File: src/rtl/hist_eq_pkg.sv
// Shared types for the hist-eq video chain: pattern modes, generator FSM states
// and the LFSR seed used by the pattern source.
package hist_eq_pkg;

    typedef enum logic [2:0] {
        MODE_RAMP_H  = 3'd0,
        MODE_RAMP_V  = 3'd1,
        MODE_CHECKER = 3'd2,
        MODE_CONST   = 3'd3,
        MODE_LFSR    = 3'd4
    } pattern_mode_t;

    typedef enum logic [1:0] {
        IDLE,
        ACTIVE,
        HBLANK,
        VBLANK
    } pg_state_t;

    localparam logic [15:0] LFSR_SEED = 16'h0001;

endpackage

File: src/rtl/pattern_lfsr.sv
// 16-bit Fibonacci LFSR (taps 16,14,13,11) with step and reseed controls.
// next_o exposes the post-step value so the caller can present it in the same cycle.
module pattern_lfsr
    import hist_eq_pkg::*;
(
    input  logic        clk_i,
    input  logic        rst_i,
    input  logic        step_i,
    input  logic        reseed_i,
    output logic [15:0] state_o,
    output logic [15:0] next_o
);

    logic [15:0] lfsr_q;

    assign next_o  = {lfsr_q[14:0], lfsr_q[15] ^ lfsr_q[13] ^ lfsr_q[12] ^ lfsr_q[10]};
    assign state_o = lfsr_q;

    always_ff @(posedge clk_i or posedge rst_i) begin
        if (rst_i) begin
            lfsr_q <= LFSR_SEED;
        end else if (reseed_i) begin
            lfsr_q <= LFSR_SEED;
        end else if (step_i) begin
            lfsr_q <= next_o;
        end
    end

endmodule

File: src/rtl/axis_video_pattern_gen.sv
// AXI4-Stream video test-pattern source (ramps, checker, constant) with line/frame blanking.
// Define PATTERN_GEN_LFSR_EN to add the pseudo-random MODE_LFSR pattern.
module axis_video_pattern_gen
    import hist_eq_pkg::*;
#(
    parameter int N        = 8,
    parameter int HEIGHT   = 355,
    parameter int WIDTH    = 355,
    parameter int H_BLANK  = 4,
    parameter int V_BLANK  = 16,
    parameter int CHK_LOG2 = 4
) (
    input  logic           i_sys_clk,
    input  logic           i_sys_areset,
    input  logic           i_start,
    input  logic           i_continuous,
    input  logic [2:0]     i_mode,
    input  logic [N-1:0]   i_const_value,
    input  logic           i_video_tready,
    output logic [N-1:0]   o_video_tdata,
    output logic           o_video_tvalid,
    output logic           o_video_tlast,
    output logic           o_video_tuser,
    output logic           o_busy,
    output logic [15:0]    o_frame_cnt
);

    localparam int XW        = (WIDTH > 1) ? $clog2(WIDTH) : 1;
    localparam int YW        = (HEIGHT > 1) ? $clog2(HEIGHT) : 1;
    localparam int BLANK_TOT = H_BLANK + V_BLANK;
    localparam int BW        = (BLANK_TOT > 1) ? $clog2(BLANK_TOT) : 1;

    pg_state_t     state_q;
    pattern_mode_t mode_q;
    logic [N-1:0]  const_q;
    logic [XW-1:0] x_q, x_d;
    logic [YW-1:0] y_q, y_d;
    logic [BW-1:0] blank_q;
    logic [15:0]   frame_cnt_q;
    logic [N-1:0]  tdata_q;
    logic          tvalid_q, tlast_q, tuser_q;

    logic          acc, eol, eof, start_frame;
    logic [N-1:0]  pix_start, pix_next, pix_resume;

    function automatic logic [N-1:0] pixel_f(input pattern_mode_t m, input logic [N-1:0] c,
                                             input logic [31:0] px, input logic [31:0] py);
        case (m)
            MODE_RAMP_V:  pixel_f = py[N-1:0];
            MODE_CHECKER: pixel_f = (px[CHK_LOG2] ^ py[CHK_LOG2]) ? {N{1'b1}} : {N{1'b0}};
            MODE_CONST:   pixel_f = c;
            default:      pixel_f = px[N-1:0];
        endcase
    endfunction

    always_comb begin
        acc = tvalid_q & i_video_tready;
        eol = (x_q == XW'(WIDTH - 1));
        eof = eol & (y_q == YW'(HEIGHT - 1));
        x_d = eol ? '0 : x_q + XW'(1);
        y_d = eol ? (eof ? '0 : y_q + YW'(1)) : y_q;
        // A frame starts from IDLE, after VBLANK, or back-to-back when there is no blanking at all
        case (state_q)
            IDLE:    start_frame = i_start;
            ACTIVE:  start_frame = acc & eof & (BLANK_TOT == 0) & i_continuous;
            VBLANK:  start_frame = (blank_q == '0) & i_continuous;
            default: start_frame = 1'b0;
        endcase
    end

`ifdef PATTERN_GEN_LFSR_EN
    logic [15:0] lfsr_state, lfsr_next;

    pattern_lfsr u_lfsr (
        .clk_i    (i_sys_clk),
        .rst_i    (i_sys_areset),
        .step_i   (acc),
        .reseed_i (start_frame),
        .state_o  (lfsr_state),
        .next_o   (lfsr_next)
    );
`endif

    always_comb begin
        pix_start  = pixel_f(pattern_mode_t'(i_mode), i_const_value, '0, '0);
        pix_next   = pixel_f(mode_q, const_q, 32'(x_d), 32'(y_d));
        pix_resume = pixel_f(mode_q, const_q, 32'(x_q), 32'(y_q));
`ifdef PATTERN_GEN_LFSR_EN
        if (pattern_mode_t'(i_mode) == MODE_LFSR) begin
            pix_start = LFSR_SEED[N-1:0];
        end
        if (mode_q == MODE_LFSR) begin
            pix_next   = lfsr_next[N-1:0];
            pix_resume = lfsr_state[N-1:0];
        end
`endif
    end

    always_ff @(posedge i_sys_clk or posedge i_sys_areset) begin
        if (i_sys_areset) begin
            state_q     <= IDLE;
            mode_q      <= MODE_RAMP_H;
            const_q     <= '0;
            x_q         <= '0;
            y_q         <= '0;
            blank_q     <= '0;
            frame_cnt_q <= '0;
            tdata_q     <= '0;
            tvalid_q    <= 1'b0;
            tlast_q     <= 1'b0;
            tuser_q     <= 1'b0;
        end else begin
            case (state_q)
                ACTIVE: begin
                    if (acc) begin
                        x_q <= x_d;
                        y_q <= y_d;
                        if (eof) begin
                            frame_cnt_q <= frame_cnt_q + 16'd1;
                        end
                        if (eof || (eol && H_BLANK != 0)) begin
                            tvalid_q <= 1'b0;
                            tdata_q  <= '0;
                            tlast_q  <= 1'b0;
                            tuser_q  <= 1'b0;
                            if (eof && BLANK_TOT == 0) begin
                                state_q <= IDLE;
                            end else if (eof) begin
                                state_q <= VBLANK;
                                blank_q <= BW'(BLANK_TOT - 1);
                            end else begin
                                state_q <= HBLANK;
                                blank_q <= BW'(H_BLANK - 1);
                            end
                        end else begin
                            tdata_q <= pix_next;
                            tlast_q <= (x_d == XW'(WIDTH - 1));
                            tuser_q <= 1'b0;
                        end
                    end
                end
                HBLANK: begin
                    if (blank_q == '0) begin
                        state_q  <= ACTIVE;
                        tvalid_q <= 1'b1;
                        tdata_q  <= pix_resume;
                        tlast_q  <= eol;
                        tuser_q  <= 1'b0;
                    end else begin
                        blank_q <= blank_q - BW'(1);
                    end
                end
                VBLANK: begin
                    if (blank_q == '0) begin
                        state_q <= IDLE;
                    end else begin
                        blank_q <= blank_q - BW'(1);
                    end
                end
                default: ;
            endcase
            // Frame start overrides whatever the branch above decided
            if (start_frame) begin
                state_q  <= ACTIVE;
                mode_q   <= pattern_mode_t'(i_mode);
                const_q  <= i_const_value;
                x_q      <= '0;
                y_q      <= '0;
                tvalid_q <= 1'b1;
                tdata_q  <= pix_start;
                tlast_q  <= (WIDTH == 1);
                tuser_q  <= 1'b1;
            end
        end
    end

    assign o_video_tdata  = tdata_q;
    assign o_video_tvalid = tvalid_q;
    assign o_video_tlast  = tlast_q;
    assign o_video_tuser  = tuser_q;
    assign o_busy         = (state_q != IDLE);
    assign o_frame_cnt    = frame_cnt_q;

endmodule

File: config.mk
export PLATFORM = sky130hd
export DESIGN_NAME = axis_video_pattern_gen
export DESIGN_NICKNAME = d
export VERILOG_FILES = /design/src/rtl/hist_eq_pkg.sv /design/src/rtl/pattern_lfsr.sv /design/src/rtl/axis_video_pattern_gen.sv
export SDC_FILE = /design/constraint.sdc
export NUM_CORES = 1
export LEC_CHECK = 0
export BUFFER_PORTS_ARGS = -buffer_cell sky130_fd_sc_hd__buf_4
export CAP_MARGIN = 20
export CORE_ASPECT_RATIO = 0.7
export CORE_UTILIZATION = 54
export DETAILED_ROUTE_END_ITERATION = 10
export PLACE_DENSITY = 0.83
export SLEW_MARGIN = 20
export SYNTH_ARGS = -nofsm -noshare
export SYNTH_HDL_FRONTEND = slang
export SYNTH_SLANG_ARGS = --single-unit
File: constraint.sdc
create_clock -name i_sys_clk -period 2.23 [get_ports i_sys_clk]
set_input_delay 0.223 -clock i_sys_clk [delete_from_list [all_inputs] [get_ports i_sys_clk]]
set_output_delay 0.223 -clock i_sys_clk [all_outputs]
set_load 0.02 [all_outputs]
==> flow_summary.toml, run 1 <==
[status]
status = "completed"

[synthesis]
syn_avg_cell_area_um2 = 8.91
synthesis.area_um2 = 4100
yosysWarnings = 0
synth_cells = 460
ys_seq_area_share_pct = 38.4
synthFlopType = "dfrtp_1"
syn_nets = 487
yosys.area_share.adder_pct = 3.36
synthSimpleGateAreaFrac_pct = 21.9
synth_edf_count = 0
synthMuxAreaShare_pct = 6.32
synth_compound_area_share_pct = 19.2
async_flop_share_pct = 100
synth-seq-cells = 63
synth_top_family_by_area = "simple AND/OR/NAND/NOR gates"
synth_top_area_share_pct = 38.4
synth_area_leaders = "dfrtp_1 38%, nor2_1 4.3%, a21oi_1 4.0%"
yosys.area.top_type = "dfrtp_1"
ys_types = 65
synth_xor_area_share_pct = 5.98

[power]
p_total_w = 0.00634
swShare_pct = 42.1
p_per_area_nw_per_um2 = 1210
vdd_drop_max_mv = 0.715
comb_power_share_pct = 52.3
seqPwrFrac_pct = 28.4
leakagePower_nw = 2.35
clockPowerShare_pct = 19.3
switchingPower_w = 0.00267
p_int_w = 0.00367

[cells_and_area]
final_common_cell = "buf_4"
most-common-layout-cells = "96 x buf_4, 62 x dfrtp_1, 47 x nor2_1"
fillers = 511
syn_to_final_growth_pct = 27.7
diodes = 0
ff_latch_area_um2 = 1580
drive_above_1_share_pct = 30.3
multi_input_area_um2 = 2420
nets = 569

[floorplanning]
core-area_um2 = 7320
initial_utilization_pct = 56.0
fp-row-count = 26
io_pins = 44
die_w_um = 106
die_y_um = 74.9
die_area_um2 = 7950

[worst_setup_path]
worstSetupEndpointType = "flip-flop"
critical_path_required_ns = 2.50
critPathLaunchType = "flip-flop"
crit_fanout = 11
reg2reg_depth = 8
crit_type = "reg2reg"
cp_data_arrival_time_ns = 2.50

[global_route]
grt_first_pass_wirelength_um = 18700
grt-ovfl-total = 0
antenna_found_initial = 0
grt_pass1_vias = 3566
track_usage_pct = 31.5
grt_max_degree = 38

[placed_design]
io_buffers = 43
gp_congestion = 0.954
hpwl_um = 8920

[timing]
min_period_over_period_pct = 100
hold_violations = 0
fin_skew_ns = 0.0107
setup_violations = 0
rsz0062_at_grt = "true"
fin_crit_ns = 2.23
tns_ns = 0
worst_pin_slew_ns = 0.611
slew_headroom_pct = 59.2
slew_viol_final = 0
max_freq_mhz = 449

[cts]
clk_pin_slew_ns = 0.08
cts.sinks = 63
clock_latency_ns = 0.36
h-tree-depth = 3
clock_path_buffers = 2
cts_buffers = 9
cts_tree = "yes"
root_buffer = "clkbuf_8"

[routing]
firstDrtPassIters = 5
wl_per_cell_um = 19.4
wl_um = 12500
viasPerCell = 6.20
drc = 0
final_antenna_net_count = 0
drt_iter0_drc = 414
via_count = 4000

[run]
cap_violations = 0

[hold_path]
hold_path_class = "in2reg"
min_path_cells = 3
-- Yosys cell counts, drive strengths merged (2+ instances only) --
library cell	number
a211o	2
a211oi	8
a21oi	33
a22o	3
a22oi	2
a2bb2oi	3
a311oi	5
a31oi	7
and2	5
and3	11
and4	2
and4b	2
and4bb	2
buf	20
clkbuf	12
dfrtp	63
ha	11
inv	11
mux2	12
mux2i	12
nand2	36
nand2b	9
nand3	24
nand3b	3
nand4	2
nor2	49
nor2b	4
nor3	11
nor4b	3
o211a	2
o211ai	4
o21ai	28
o21ba	2
o21bai	2
o221ai	2
o31ai	3
o41ai	2
or3	3
xnor2	17
xor2	11
-- area by class of cell --
class,instances,share of cell area [%]
clock buffers,9,2.37
clock inverters,7,2.29
inverters,11,0.788
multi-input cells,354,46.2
flip-flops and latches,63,30.1
well taps,98,2.34
repair buffers,103,15.8
-- path summary, 6_finish.rpt --
kind	end	slack, ns	start
setup / recovery	o_video_tdata[6]	0.0006	blank_q[1]
hold / removal	mode_q[1]	0.07	i_mode[1]
setup reg to reg	o_video_tdata[6]	0.0006	blank_q[1]
hold reg to reg	o_frame_cnt[7]	0.49	o_frame_cnt[7]
max in group asynchronous	x_q[4]	1.09	i_sys_areset
min in group asynchronous	o_frame_cnt[15]	0.53	i_sys_areset
-- power groups by stage --
stage	clock network, W	registers, W	logic (W)
2_1_floorplan	0	0.00178	0.00188
3_3_place_gp	0	0.00178	0.00284
3_5_place_dp	0	0.00179	0.00288
4_1_cts	0.00123	0.00177	0.00293
5_1_grt	0.00128	0.00182	0.00354
6_report	0.00122	0.00180	0.00332
-- metrics by stage --
step	hold WS [ns]	instance area, um^2	instances	setup WS (ns)	util [%]
after floorplan	0.340	4100	460	0.0385	-
after global routing	0.0754	5240	645	-0.0848	71.6
after detailed placement	0.348	4740	613	-0.0705	64.8
after CTS	0.0637	5020	632	0.00267	68.6
after global placement	0.340	4740	613	-0.0266	64.8
final	0.0709	5240	645	0.000584	71.6
-- per-layer routing --
metal	wire, um	global-route usage (%)	vias to the layer above
met3	1420	9.09	23
met4	192	8.80	0
met2	5430	45.3	244
li1	-	-	1829
met5	0	0	-
met1	5460	46.3	1904
-- what timing repair did --
item,CTS,global route
buffers inserted,2,11
hold buffers,1,0
pin swaps,2,13
endpoints found under the hold margin,26,0
resized for setup,4,27
endpoints found under the setup margin,2,35
gates cloned,0,2
-- flip-flops by register name, summed over array words and instances, names as in the netlist, 2 cells and up --
signal         cells
x_q                9
state_q            2
y_q                9
o_video_tdata      8
blank_q            5
o_frame_cnt       16
const_q            8
mode_q             3
-- logic make-up after synthesis --
logic type,after synthesis
simple gates,172
fa+ha+maj,11
flops,63
mux,24
buf+inv,43
xor+xnor,28
compound gates,119
-- worst max-delay path: stages, from the launching register on --
cell     delay [ns]
dfrtp_1        0.41
inv_2          0.09
ha_4           0.12
or4b_4         0.50
o31ai_4        0.34
buf_12         0.19
and2_1         0.18
nand2_1        0.11
a32oi_2        0.19
No activity file was read; power rests on OpenSTA's default activity.
==> inputs of run 2 (changes only) <==
- REMOVE_ABC_BUFFERS: unset -> 1
==> run 2 against run 1 <==
The flow now finishes with violations (DRC, setup timing). Sequential share of layout area fell by 0.11 points. Worst setup slack got worse by 0.029 ns. Global-route usage fell by 1.3 points. Largest cell class unchanged.
==> flow_summary.toml, run 2 (synthesis results as in run 1) <==
[cells_and_area]
fin_area_um2 = 5260
nets = 574
syn_to_final_growth_pct = 28.2
fillers = 527
diodes = 0
final_common_cell = "buf_4"
drive_above_1_share_pct = 30.5
largest_reg_flops = 16
most-common-layout-cells = "100 x buf_4, 62 x dfrtp_1, 46 x nor2_1"

[cts]
cts.sinks = 63
h-tree-depth = 3
cts_buffers = 9
root_buffer = "clkbuf_8"
cts_tree = "yes"
clock_latency_ns = 0.35
clk_pin_slew_ns = 0.07
clock_path_buffers = 2

[worst_setup_path]
cpMaxStageDelayCell = "dfrtp_1"
critPathLaunchType = "flip-flop"
r2r-end = "o_video_tdata[5]"
cp_cell_sequence = "inv_2 -> ha_1 -> nor4b_4 -> buf_4 -> nand3_2 -> mux2i_2 -> mux2i_2 -> buf_4 -> a21boi_0 -> o31ai_1"
reg2reg_depth = 10
r2r_start = "x_q[0]"
worstSetupEndpointType = "flip-flop"
crit_type = "reg2reg"
cp_num_buf_inv = 3
critical_path_required_ns = 2.48
crit_family = "multiplexers"
r2r_slack_ns = -0.03
max_stage_delay_ns = 0.39
cp_data_arrival_time_ns = 2.51
crit_fanout = 4

[timing]
slew_headroom_pct = 56.2
finalWorstSetupSlack_ns = -0.0289
setup_violations = 4
slew_viol_final = 0
fin_skew_ns = 0.00634
tns_ns = -0.0513
fin_crit_ns = 2.26
worst_pin_slew_ns = 0.657
rsz0062_at_grt = "true"
max_freq_mhz = 443
min_period_over_period_pct = 101
hold_violations = 0

[hold_path]
min_to = "mode_q[1]"
min-delay-start = "i_mode[1]"
min_path_cells = 3
hold_path_class = "in2reg"

[status]
failed_checks = "DRC, setup timing"
status = "complete, but fails checks"

[global_route]
antenna_found_initial = 0
grt-ovfl-total = 0
grt_pass1_vias = 3657
grt_first_pass_wirelength_um = 18300
grt_max_degree = 36
track_usage_pct = 30.2

[floorplanning]
core-area_um2 = 7320
die_area_um2 = 7950
io_pins = 44
fp-row-count = 26
initial_utilization_pct = 56.0
die_w_um = 106
die_y_um = 74.9

[run]
cap_violations = 0

[placed_design]
placed_area_um2 = 4820
gp_congestion = 0.997
io_buffers = 43
hpwl_um = 8690

[power]
vdd_drop_max_mv = 0.709
leakagePower_nw = 2.37
p_per_area_nw_per_um2 = 1200

[routing]
wl_um = 12600
final_antenna_net_count = 0
drc = 2
firstDrtPassIters = 8
via_count = 4051
wl_per_cell_um = 19.4
viasPerCell = 6.24
drt_iter0_drc = 466
[run 2: per-stage QoR]
| step | utilization, % | instances | hold slack [ns] | setup WS [ns] | total power (W) |
|---|---|---|---|---|---|
| global route | 71.8 | 649 | 0.121 | -0.0957 | 0.00663 |
| finish | 71.8 | 649 | 0.127 | -0.0289 | 0.00632 |
| CTS | 68.9 | 639 | 0.126 | -0.0177 | 0.00587 |
| floorplan | - | 428 | 0.340 | -0.569 | 0.00355 |
| global placement | 65.8 | 623 | 0.357 | 0.0929 | 0.00468 |
| detailed placement | 65.8 | 623 | 0.368 | -0.0119 | 0.00477 |
[run 2: what timing repair did]
item                                    in CTS  in global routing
endpoints found under the hold margin       11                  0
endpoints found under the setup margin       7                 30
hold buffers                                 1                  0
setup buffers                                0                  7
gates resized for setup                      2                 34
pin swaps                                    0                 10
cloned                                       0                  3
[run 2: area by class of cell]
cell class              count  area [um^2]  share of cell area, %
clock inverters             4         70.1                   1.33
inverters                  11         41.3                  0.786
multi-input cells         354         2410                   45.8
flip-flops and latches     63         1580                   30.0
repair buffers            108          893                   17.0
clock buffers              11          141                   2.69
well taps                  98          123                   2.33
[run 2: routing by layer]
layer	vias to the layer above	global-route usage (%)	wire length, um
li1	1831	-	-
met1	1929	41.2	5340
met2	246	47.4	5570
met3	45	7.71	1350
met4	0	10.5	304
met5	-	0	0
[run 2: how the worst max path moves through the flow]
stage,start,endpoint,depth (start not counted)
3_5_place_dp,blank_q[1],o_video_tdata[7],7
6_report,x_q[0],o_video_tdata[5],10
2_1_floorplan,blank_q[0],o_video_tdata[1],7
5_1_grt,x_q[0],o_video_tdata[5],10
4_1_cts,blank_q[1],mode_q[0],6
3_3_place_gp,blank_q[1],o_video_tdata[7],7
[run 2: worst register-to-register path, delay by kind of cell, from the launching register on]
family | cells | cell delay (ns)
simple gates | 2 | 0.30
compound gates | 2 | 0.29
mux | 2 | 0.62
buf+inv | 3 | 0.43
fa+ha+maj | 1 | 0.14
flops | 1 | 0.39
[run 2: where the power goes]
part	switching (W)	internal, W
sequential	0.000331	0.00145
combinational	0.00188	0.00157
clock	0.000446	0.000650
==> inputs of run 3 (changes only) <==
- BUFFER_PORTS_ARGS: -buffer_cell sky130_fd_sc_hd__buf_4 -> -buffer_cell sky130_fd_sc_hd__buf_2
==> run 3 against run 2 <==
The flow still finishes with violations (DRC, setup timing). Non-clock buffer count rose by 1. Count of clock-buffer cells in the layout fell by 1. Sequential power barely moved. Clock power fell by 8%. First-iteration DRC count rose by 0.43%. Critical path depth fell by 3. Cell area fell by 1.7%. Sequential share of layout area rose by 0.51 points. Critical path type unchanged. Power fell by 2.7%. Clock skew rose by 0.00069 ns. Routed wire length fell by 1.8%.
==> flow_summary.toml, run 3 (synthesis results as in run 1) <==
[worst_setup_path]
max_stage_delay_ns = 0.50
critical_path_required_ns = 2.52
cp_cell_sequence = "inv_2 -> ha_4 -> or4b_4 -> a22o_2 -> or3_1 -> a22o_1 -> nand3_1"
cp_data_arrival_time_ns = 2.58
critPathLaunchType = "flip-flop"
cp_num_buf_inv = 1
crit_fanout = 7
worstSetupEndpointType = "flip-flop"
cpMaxStageDelayCell = "or4b_4"
crit_type = "reg2reg"
crit_family = "simple AND/OR/NAND/NOR gates"

[routing]
final_antenna_net_count = 0
wl_um = 12300
drt_iter0_drc = 468
wl_per_cell_um = 19.0
drc = 2
via_count = 4045
firstDrtPassIters = 8
viasPerCell = 6.21

[floorplanning]
fp-row-count = 26
initial_utilization_pct = 56.0
die_y_um = 74.9
die_w_um = 106
die_area_um2 = 7950
core-area_um2 = 7320
io_pins = 44

[cells_and_area]
largest_reg_flops = 16
nets = 575
most-common-layout-cells = "62 x dfrtp_1, 55 x buf_4, 46 x nor2_1"
drive_above_1_share_pct = 30.0
final_common_cell = "dfrtp_1"
syn_to_final_growth_pct = 26.1
diodes = 0
fin_cells = 651

[cts]
cts_tree = "yes"
h-tree-depth = 3
cts.sinks = 63
clk_pin_slew_ns = 0.07
clock_path_buffers = 2
root_buffer = "clkbuf_8"
cts_buffers = 9
clock_latency_ns = 0.35

[timing]
setup_violations = 9
slew_viol_final = 0
finalWorstSetupSlack_ns = -0.0611
worst_pin_slew_ns = 0.649
max_freq_mhz = 436
fin_crit_ns = 2.29
min_period_over_period_pct = 103
fin_skew_ns = 0.00702
slew_headroom_pct = 56.5
rsz0062_at_grt = "true"
hold_violations = 0

[status]
status = "complete, but fails checks"
failed_checks = "DRC, setup timing"

[run]
cap_violations = 0

[power]
p_total_w = 0.00615
p_per_area_nw_per_um2 = 1190
vdd_drop_max_mv = 0.756
leakagePower_nw = 2.37

[global_route]
grt_pass1_vias = 3605
grt_first_pass_wirelength_um = 18200
grt_max_degree = 64
antenna_found_initial = 0
grt-ovfl-total = 0
track_usage_pct = 29.8

[placed_design]
dp_cells = 618
io_buffers = 43
hpwl_um = 8310
gp_congestion = 0.936

[hold_path]
hold_path_class = "in2reg"
run 3: changes by cell type in the layout (fill, tap and decap cells not counted), moves of 3 or more:
cell     change
mux2_2       -5
buf_4       -45
o21ai_0      +3
o21ai_1      -4
mux2_4       +5
buf_2       +44
run 3: cell type report:
cell class,count,area [um^2]
tap,98,123
timing repair buffer,109,811
clock buffer,10,138
multi-input combinational,354,2420
inverter,11,41.3
fill,534,2150
sequential,63,1580
clock inverter,6,60.1
run 3: metal layers:
metal / vias to the layer above / part of all wire, % / track usage [%] / routed length, um
li1: 1839 / - / - / -
met1: 1904 / 43 / 41.6 / 5310
met2: 257 / 44 / 46.6 / 5450
met3: 45 / 9.8 / 6.41 / 1200
met4: 0 / 3.0 / 10.3 / 366
met5: - / 0 / 0 / 0
run 3: path summary, 6_finish.rpt:
| kind | startpoint | end | slack [ns] | depth (start not counted) |
|---|---|---|---|---|
| worst max-delay path | blank_q[1] | o_video_tdata[7] | -0.06 | 7 |
| worst min-delay path | i_mode[1] | mode_q[1] | 0.11 | 3 |
| worst max register to register | blank_q[1] | o_video_tdata[7] | -0.06 | 7 |
| worst min register to register | o_frame_cnt[15] | o_frame_cnt[15] | 0.47 | 1 |
| max in group asynchronous | i_sys_areset | x_q[2] | 1.46 | 4 |
| min in group asynchronous | i_sys_areset | o_video_tvalid | 0.47 | 4 |
run 3: tightest hold or removal path, stage by stage:
cell and delay, ns:
buf_2 0.08, nand2_1 0.04, o21ai_1 0.07
run 3: repair_timing:
action,4_1_cts,5_1_grt
pin swaps,1,5
endpoints found under the setup margin,4,18
gates cloned,0,3
endpoints found under the hold margin,63,0
hold buffers,1,0
gates resized for setup,1,32
buffers inserted,0,13
run 3: power by group:
part | internal [W] | leakage (nW) | switching (W) | total [W]
combinational | 0.00150 | 1.45 | 0.00185 | 0.00335
clock | 0.000540 | 0.0981 | 0.000472 | 0.00101
sequential | 0.00144 | 0.819 | 0.000343 | 0.00179
run 3: stage by stage:
step / setup WS (ns) / instance area (um^2) / hold slack [ns] / setup TNS, ns / utilization [%]
finish: -0.0611 / 5170 / 0.111 / -0.406 / 70.6
global route: -0.113 / 5170 / 0.123 / -1.34 / 70.6
CTS: 0.00789 / 4900 / 0.0978 / 0 / 66.9
detailed placement: 0.00697 / 4690 / 0.319 / 0 / 64.0
global placement: 0.0811 / 4690 / 0.311 / 0 / 64.0
floorplan: -0.569 / 3940 / 0.340 / -15.54 / -
